$ cat config.mk
export PLATFORM = sky130hd
export DESIGN_NAME = alu_arbiter
export DESIGN_NICKNAME = d
export VERILOG_FILES = /design/src/rtl/alu_arbiter.sv
export SDC_FILE = /design/constraint.sdc
export NUM_CORES = 1
export LEC_CHECK = 0
export ABC_AREA = 1
export CORE_MARGIN = 8
export CORE_UTILIZATION = 60
export DETAILED_ROUTE_END_ITERATION = 8
export DONT_BUFFER_PORTS = 1
export MAX_ROUTING_LAYER = met4
export PLACE_DENSITY = 0.83
export SETUP_SLACK_MARGIN = 0.02
export SYNTH_ARGS = -nofsm -noshare
export SYNTH_HDL_FRONTEND = slang
export SYNTH_SLANG_ARGS = --single-unit
export TNS_END_PERCENT = 20
$ cat constraint.sdc
create_clock -name clk -period 2.7 [get_ports clk]
set_input_delay 0.27 -clock clk [delete_from_list [all_inputs] [get_ports clk]]
set_output_delay 0.27 -clock clk [all_outputs]
set_load 0.01 [all_outputs]
$ cat src/rtl/alu_arbiter.sv
// ---------------------------------------------------------------------------
// alu_arbiter
//   Shares one ALU (alu_ctrl decode + alu_core datapath) between two
//   requesters. One operation is in flight at a time: accept, execute for one
//   cycle, then hold the registered response until the consumer takes it.
//
// Ports (alu_arbiter)
//   clk            rising-edge clock
//   rst            synchronous active-high reset
//   reqN_valid     requester N presents an operation (N = 0, 1)
//   reqN_ready     requester N operation accepted this cycle (combinational)
//   reqN_a/b       operands of requester N
//   reqN_funct3/7  RISC-V R-type function fields of requester N
//   rsp_valid      response held on rsp_* outputs
//   rsp_ready      consumer accepts the response
//   rsp_id         requester that owns the response
//   rsp_result     registered ALU result
//   rsp_zero       registered result == 0
//   rsp_overflow   registered signed overflow (ADD/SUB only)
//   busy           high whenever the FSM is not in IDLE
// ---------------------------------------------------------------------------

// ---------------------------------------------------------------------------
// alu_ctrl
//   Maps the R-type function fields onto the core opcode {alt, funct3}.
//   alt is funct7[5]; combinations the core has no special meaning for are
//   passed straight through, so the core simply computes what the bits say.
// Ports
//   funct3, funct7  function fields
//   alu_op          {alt, funct3}
// ---------------------------------------------------------------------------
module alu_ctrl (
  input  logic [2:0] funct3,
  input  logic [6:0] funct7,
  output logic [3:0] alu_op
);

  // Only the alternate-encoding bit selects anything in the core.
  logic unused_funct7;

  assign alu_op        = {funct7[5], funct3};
  assign unused_funct7 = ^{funct7[6], funct7[4:0]};

endmodule

// ---------------------------------------------------------------------------
// alu_core
//   Combinational RV32I-style integer datapath.
//   funct3: 000 ADD/SUB, 001 SLL, 010 SLT, 011 SLTU, 100 XOR,
//           101 SRL/SRA, 110 OR, 111 AND; alt selects SUB and SRA.
// Ports
//   a, b       operands
//   alu_op     {alt, funct3} from alu_ctrl
//   result     operation result
//   zero       result == 0
//   overflow   signed overflow of ADD/SUB, 0 for every other operation
// ---------------------------------------------------------------------------
module alu_core #(
  parameter int WIDTH = 32
) (
  input  logic [WIDTH-1:0] a,
  input  logic [WIDTH-1:0] b,
  input  logic [3:0]       alu_op,
  output logic [WIDTH-1:0] result,
  output logic             zero,
  output logic             overflow
);

  localparam int SHW = $clog2(WIDTH);

  logic             alt;
  logic [2:0]       f3;
  logic [WIDTH-1:0] add_res;
  logic [WIDTH-1:0] sub_res;
  logic             add_ovf;
  logic             sub_ovf;
  logic             lt_s;
  logic             lt_u;
  logic [SHW-1:0]   shamt;

  assign alt     = alu_op[3];
  assign f3      = alu_op[2:0];
  assign add_res = a + b;
  assign sub_res = a - b;
  assign shamt   = b[SHW-1:0];
  assign lt_s    = $signed(a) < $signed(b);
  assign lt_u    = a < b;

  // Signed overflow: operands agree in sign (ADD) or differ (SUB) and the
  // result sign differs from a.
  assign add_ovf = (a[WIDTH-1] == b[WIDTH-1]) && (add_res[WIDTH-1] != a[WIDTH-1]);
  assign sub_ovf = (a[WIDTH-1] != b[WIDTH-1]) && (sub_res[WIDTH-1] != a[WIDTH-1]);

  always_comb begin
    result   = '0;
    overflow = 1'b0;
    case (f3)
      3'b000: begin
        result   = alt ? sub_res : add_res;
        overflow = alt ? sub_ovf : add_ovf;
      end
      3'b001:  result = a << shamt;
      3'b010:  result = {{(WIDTH-1){1'b0}}, lt_s};
      3'b011:  result = {{(WIDTH-1){1'b0}}, lt_u};
      3'b100:  result = a ^ b;
      3'b101:  result = alt ? WIDTH'($signed(a) >>> shamt) : (a >> shamt);
      3'b110:  result = a | b;
      default: result = a & b;
    endcase
  end

  assign zero = (result == '0);

endmodule

// ---------------------------------------------------------------------------
// alu_arbiter top
//
//   state | meaning
//   ------+-------------------------------------------------------------
//   IDLE  | waiting; grants one valid requester and captures its operands
//   EXEC  | ALU runs on captured operands; result latched into rsp_*
//   RESP  | rsp_valid high, rsp_* frozen until rsp_ready
// ---------------------------------------------------------------------------
module alu_arbiter #(
  parameter int WIDTH     = 32,
  parameter int PRIO_MODE = 0
) (
  input  logic             clk,
  input  logic             rst,
  input  logic             req0_valid,
  output logic             req0_ready,
  input  logic [WIDTH-1:0] req0_a,
  input  logic [WIDTH-1:0] req0_b,
  input  logic [2:0]       req0_funct3,
  input  logic [6:0]       req0_funct7,
  input  logic             req1_valid,
  output logic             req1_ready,
  input  logic [WIDTH-1:0] req1_a,
  input  logic [WIDTH-1:0] req1_b,
  input  logic [2:0]       req1_funct3,
  input  logic [6:0]       req1_funct7,
  output logic             rsp_valid,
  input  logic             rsp_ready,
  output logic             rsp_id,
  output logic [WIDTH-1:0] rsp_result,
  output logic             rsp_zero,
  output logic             rsp_overflow,
  output logic             busy
);

  localparam logic [1:0] IDLE = 2'd0;
  localparam logic [1:0] EXEC = 2'd1;
  localparam logic [1:0] RESP = 2'd2;

  logic [1:0]       state;
  logic             last_grant;
  logic [WIDTH-1:0] op_a;
  logic [WIDTH-1:0] op_b;
  logic [2:0]       op_funct3;
  logic [6:0]       op_funct7;
  logic             op_id;

  logic             any_valid;
  logic             gnt_id;
  logic             accept;

  logic [3:0]       alu_op;
  logic [WIDTH-1:0] alu_result;
  logic             alu_zero;
  logic             alu_overflow;

  // ---- arbitration --------------------------------------------------------
  assign any_valid = req0_valid | req1_valid;

  always_comb begin
    gnt_id = 1'b0;
    if (PRIO_MODE == 1) begin
      gnt_id = ~req0_valid;
    end else if (req0_valid && req1_valid) begin
      gnt_id = ~last_grant;
    end else begin
      gnt_id = req1_valid;
    end
  end

  // rst gates accept so no requester believes it was taken during reset.
  assign accept     = (state == IDLE) && any_valid && !rst;
  assign req0_ready = accept && !gnt_id;
  assign req1_ready = accept &&  gnt_id;
  assign busy       = (state != IDLE);

  // ---- shared ALU, fed only from the captured operands --------------------
  alu_ctrl u_alu_ctrl (
    .funct3 (op_funct3),
    .funct7 (op_funct7),
    .alu_op (alu_op)
  );

  alu_core #(
    .WIDTH (WIDTH)
  ) u_alu_core (
    .a        (op_a),
    .b        (op_b),
    .alu_op   (alu_op),
    .result   (alu_result),
    .zero     (alu_zero),
    .overflow (alu_overflow)
  );

  // ---- FSM and datapath registers -----------------------------------------
  always_ff @(posedge clk) begin
    if (rst) begin
      state        <= IDLE;
      last_grant   <= 1'b1;
      op_a         <= '0;
      op_b         <= '0;
      op_funct3    <= '0;
      op_funct7    <= '0;
      op_id        <= 1'b0;
      rsp_valid    <= 1'b0;
      rsp_id       <= 1'b0;
      rsp_result   <= '0;
      rsp_zero     <= 1'b0;
      rsp_overflow <= 1'b0;
    end else begin
      case (state)
        IDLE: begin
          if (accept) begin
            op_a       <= gnt_id ? req1_a      : req0_a;
            op_b       <= gnt_id ? req1_b      : req0_b;
            op_funct3  <= gnt_id ? req1_funct3 : req0_funct3;
            op_funct7  <= gnt_id ? req1_funct7 : req0_funct7;
            op_id      <= gnt_id;
            last_grant <= gnt_id;
            state      <= EXEC;
          end
        end
        EXEC: begin
          rsp_result   <= alu_result;
          rsp_zero     <= alu_zero;
          rsp_overflow <= alu_overflow;
          rsp_id       <= op_id;
          rsp_valid    <= 1'b1;
          state        <= RESP;
        end
        RESP: begin
          if (rsp_ready) begin
            rsp_valid <= 1'b0;
            state     <= IDLE;
          end
        end
        default: begin
          rsp_valid <= 1'b0;
          state     <= IDLE;
        end
      endcase
    end
  end

endmodule

==> key figures, run 1 <==
Global route
  – Total GRT Usage: 83.56%
  – Gr ovfl total: 383
  – Pin count of the biggest net entering global routing: 70

Synthesis
  – Post-synthesis net count: 2,942
  – Avg Cell Area, Syn: 5.361 um^2
  – YS warnings: 0
  – Synth Cell Area: 14,420 um^2
  – Post-synthesis register bit count: 108
  – Ys flop type: dfxtp_1
  – Post-synth EDFFs: 0
  – Number of distinct library cells after synthesis: slightly above 50
  – Post-synthesis async set-or-reset flop share: 0%
  – Register area share after synthesis: 14.99%
  – Syn Inst Count: roughly 2,700

Placement
  – I/O Buffers: 0
  – Post-detail-place hpwl: 54.13 mm
  – Final GP Congestion: 1.334
  – Placement Setup Slack: -329.4 ps

Floorplanning
  – IO Count: about 190
  – Chip width: 171.0 um
  – Die Ht: 171.0 um
  – Row cnt: 56
  – Initial cell density of the core: 61.25%

Clocking
  – CTS buffer count: 9
  – H-tree level count: 3
  – CTS sink cnt: 108
  – Root Buffer: clkbuf_16
  – CTS max path bufs: 2

Outcome
  – Error msg: [ERROR GRT-0232] Routing congestion too high. Check the congestion heatmap in the GUI.
  – Status: stopped before the end
  – Stop stage: global routing
-- cell families after synthesis --
group / count (synthesis) / synth area share, %
mux: 2 / 0.1388
flops: 108 / 14.99
simple gates: 1673 / 49.17
buf+inv: 449 / 12.77
compound gates: 358 / 14.17
fa+ha+maj: 99 / 8.694
xor+xnor: 1 / 0.06075
-- Yosys cell counts, types with 12 or more instances --
library cell,instances,area (um^2)
nand2_1,982,3686
nand3_1,379,1897
inv_1,293,1100
nor2_1,198,743.2
a21oi_1,126,630.6
dfxtp_1,108,2162
ha_1,97,1214
o21ai_0,93,465.5
buf_2,62,310.3
a31oi_1,59,369.1
clkbuf_1,56,210.2
nand4_1,32,200.2
nor3_1,20,100.1
nand2_2,19,118.9
o211ai_1,14,105.1
a211oi_1,13,97.59
o21ai_1,13,65.06
a22oi_1,12,90.09
buf_1,12,45.04
-- timing repair --
action | 4_1_cts
resized for setup | 137
pin swaps | 20
hold buffers | 26
endpoints found under the setup margin | 13
hold endpoints to repair | 60
setup buffers | 6
cloned | 2
-- metal layers --
layer,global-route usage (%),GRT overflow
met2,92.21,187
met5,-,-
met4,79.55,88
met1,80.48,43
met3,79.63,65
-- per-stage QoR --
| step | std cells | util [%] | cell area (um^2) |
|---|---|---|---|
| CTS | 3155 | 73.99 | 17420 |
| detailed placement | 3105 | 68.68 | 16170 |
| global placement | 3105 | 68.68 | 16170 |
| floorplan | 2690 | - | 14420 |
==> run 2: changes to the inputs <==
- CORE_UTILIZATION: 60 -> 40
- MAX_ROUTING_LAYER: met4 -> default
- PLACE_DENSITY: 0.83 -> default
- PLACE_DENSITY_LB_ADDON: default -> 0.15
- SETUP_SLACK_MARGIN: 0.02 -> default
- clock period: 2.7 -> 3.5 ns (I/O delays scaled with it)
==> run 2 against run 1 <==
The flow now finishes without violations. Area after synthesis stayed put. Synthesized cell count stayed put.
==> key figures, run 2 <==
STA
  – Post-route setup TNS: 0 ps
  – Setup violations, final: 0
  – Peak Freq: 0.3018 GHz
  – Max Clock Skew: 10.26 ps
  – Count of pins over their slew limit: 0
  – Fin crit period: 3314 ps
  – Hold Vio Cnt, Final: 0
  – Worst-margin pin slew: roughly 800 ps
  – Slew headroom: roughly 46%
  – RSZ-0062 raised after global routing: false
  – Period Utilization, post-route: 94.69%

Placement
  – Post-detail-place hpwl: roughly 66 mm
  – Final GP Congestion: 1.066
  – Post-DP Area: around 16,000 um^2
  – I/O Buffers: 0

Synthesis
  – Synth Cell Area: 14,420 um^2
  – Avg Cell Area, Syn: approximately 5.4 um^2
  – Syn Inst Count: 2,690
  – YS warnings: 0
  – Count leader, synth: nand2_1
  – Synth top area cells: nand2_1, dfxtp_1, nand3_1, ha_1, inv_1
  – Post-synthesis async set-or-reset flop share: 0%
  – Post-synthesis net count: 2,942
  – Synth top area share: 25.56%
  – Post-synthesis register bit count: 108
  – Ys flop type: dfxtp_1
  – Register area share after synthesis: 14.99%
  – Number of distinct library cells after synthesis: 51
  – Synth cell count leaders: nand2_1, nand3_1, inv_1, nor2_1, a21oi_1
  – Synth area leader: nand2_1
  – Post-synth EDFFs: 0

Cells and area
  – Layout cell share with drive strength beyond 1: under 10%
  – Most common cell after layout, fill and taps aside: nand2_1
  – # diodes: 0
  – Biggest regs: op_a (32), op_b (32), rsp_result (32)
  – Most frequent cells in the layout: nand2_1, nand3_1, inv_1
  – Fin nets: 2,949
  – Design Area, Final: 15,830 um^2
  – Filler cells: 4,071
  – Syn-to-layout area delta: 9.762%

Routing
  – Vias: 18,480
  – Routed wire length: 78.30 mm
  – Starting DRT DRC Count: 2,527
  – Final ANT Viol Nets: 0
  – Number of remaining DRC errors: 0
  – WL/cell: 24.76 um
  – DR pass1 iterations: 6
  – Via/cell ratio: 5.843

Clocking
  – CTS sink cnt: 108
  – Latest clock arrival within the worst-skew pair: 370 ps
  – Clock slew at reported path FFs: 80 ps
  – CTS max path bufs: 2
  – Post-cts hold buffer count: 0
  – Root Buffer: clkbuf_16
  – H-tree level count: 3
  – CTS buffer count: 9
  – CTS tree: built

Setup path
  – FF-to-FF setup slack: 190 ps
  – Worst EP required: 3810 ps
  – Arr. time, crit path: 3630 ps
  – CP startpoint kind: flip-flop
  – Critical path fanouts, max: 6
  – Type of the worst setup path: reg2reg
  – Setup crit end kind: flip-flop

Floorplanning
  – IO Count: 192
  – Chip width: 205.9 um
  – Die area: around 42,000 um^2
  – Row cnt: 69
  – Initial cell density of the core: 40.54%
  – Core ar.: 35,570 um^2
  – Die Ht: 205.9 um

Power and ir drop
  – Worst VDD drop: 0.3145 mV
  – Pwr dens: 355.7 nW/um^2
  – LEAKAGE: 0.007758 uW

Global route
  – First-pass GRT wire length: around 110 mm
  – Pin count of the biggest net entering global routing: 78
  – Vias in the first global route: 16,870
  – Initial antenna violation count: 1
  – Gr ovfl total: 0
  – Total GRT Usage: between 30% and 40%

Outcome
  – Status: completed

Worst hold path
  – Worst min-delay path class: in2reg

Flow run
  – Max_cap viols: 0
[run 2: cell counts after synthesis]
Identical to the previous run, type by type.
[run 2: final cells by class]
class                   instances  area [um^2]  share of cell area (%)
multi-input cells            2133        10460                   66.09
flip-flops and latches        108         2167                   13.69
repair buffers                140         1201                   7.589
inverters                     305         1147                   7.249
well taps                     461        576.8                   3.644
clock buffers                   9        225.2                   1.423
clock inverters                 6        48.80                  0.3083
[run 2: path summary, 6_finish.rpt]
| path | cells past startpoint | to | from |
|---|---|---|---|
| setup reg to reg | 18 | rsp_zero$_SDFFE_PP0P_ | op_b[27]$_SDFFE_PP0P_ |
| hold reg to reg | 2 | rsp_id$_SDFFE_PP0P_ | op_id$_SDFFE_PP0P_ |
| setup / recovery | 18 | rsp_zero$_SDFFE_PP0P_ | op_b[27]$_SDFFE_PP0P_ |
| hold / removal | 1 | op_b[23]$_SDFFE_PP0P_ | rst |
[run 2: metrics by stage]
step	setup WS, ps	total power, uW	cells	util, %	hold slack, ps
after global placement	216.8	4538	3147	43.67	424.8
after global routing	1.317	5957	3162	44.50	28.75
after CTS	170.0	5517	3162	44.44	14.79
final	186.0	5630	3162	44.50	33.78
after detailed placement	199.7	4543	3147	43.67	424.7
after floorplan	797.8	3314	2690	-	429.7
[run 2: power breakdown]
part / switching [uW] / leakage [uW] / internal, uW
sequential: 133 / 0.000886 / 1330
combinational: 2250 / 0.00675 / 938
clock: 486 / 0.000125 / 485
total: 2870 / 0.00776 / 2760
[run 2: metal layers]
layer	wire, um	GRT usage, %
met1	33960	51.39
met2	30820	50.97
met3	10320	10.00
met4	3186	13.74
met5	9	0
[run 2: cell families after synthesis]
family                     synth area share [%]
and+or+nand+nor                           49.17
buffers and inverters                     12.77
AOI/OAI and AO/OA                         14.17
DFF                                       14.99
adders and majority gates                 8.694
muxes                                    0.1388
xor gates and xnor gates                0.06075
[run 2: worst max-delay path, stage by stage (launching register included)]
cell and delay, ps:
dfxtp_1 380, inv_1 120, ha_1 470, inv_1 140
o21ai_0 430, nand3_1 270, nand3_1 220, a21oi_1 60
nand2_1 260, nand4_1 130, nand3_1 100, nand2_1 50
nand2_1 120, nand2_1 60, inv_1 50, nand2_1 50
nor2_1 80, nand3_1 120, a21oi_2 120
[run 2: repair_timing]
| item | in CTS | in global routing |
|---|---|---|
| endpoints found under the setup margin | 0 | 1 |
| setup buffers | 0 | 0 |
| endpoints found under the hold margin | 0 | 0 |
| gates resized for setup | 0 | 8 |
Note: power is estimated with default switching activity, not from simulation.
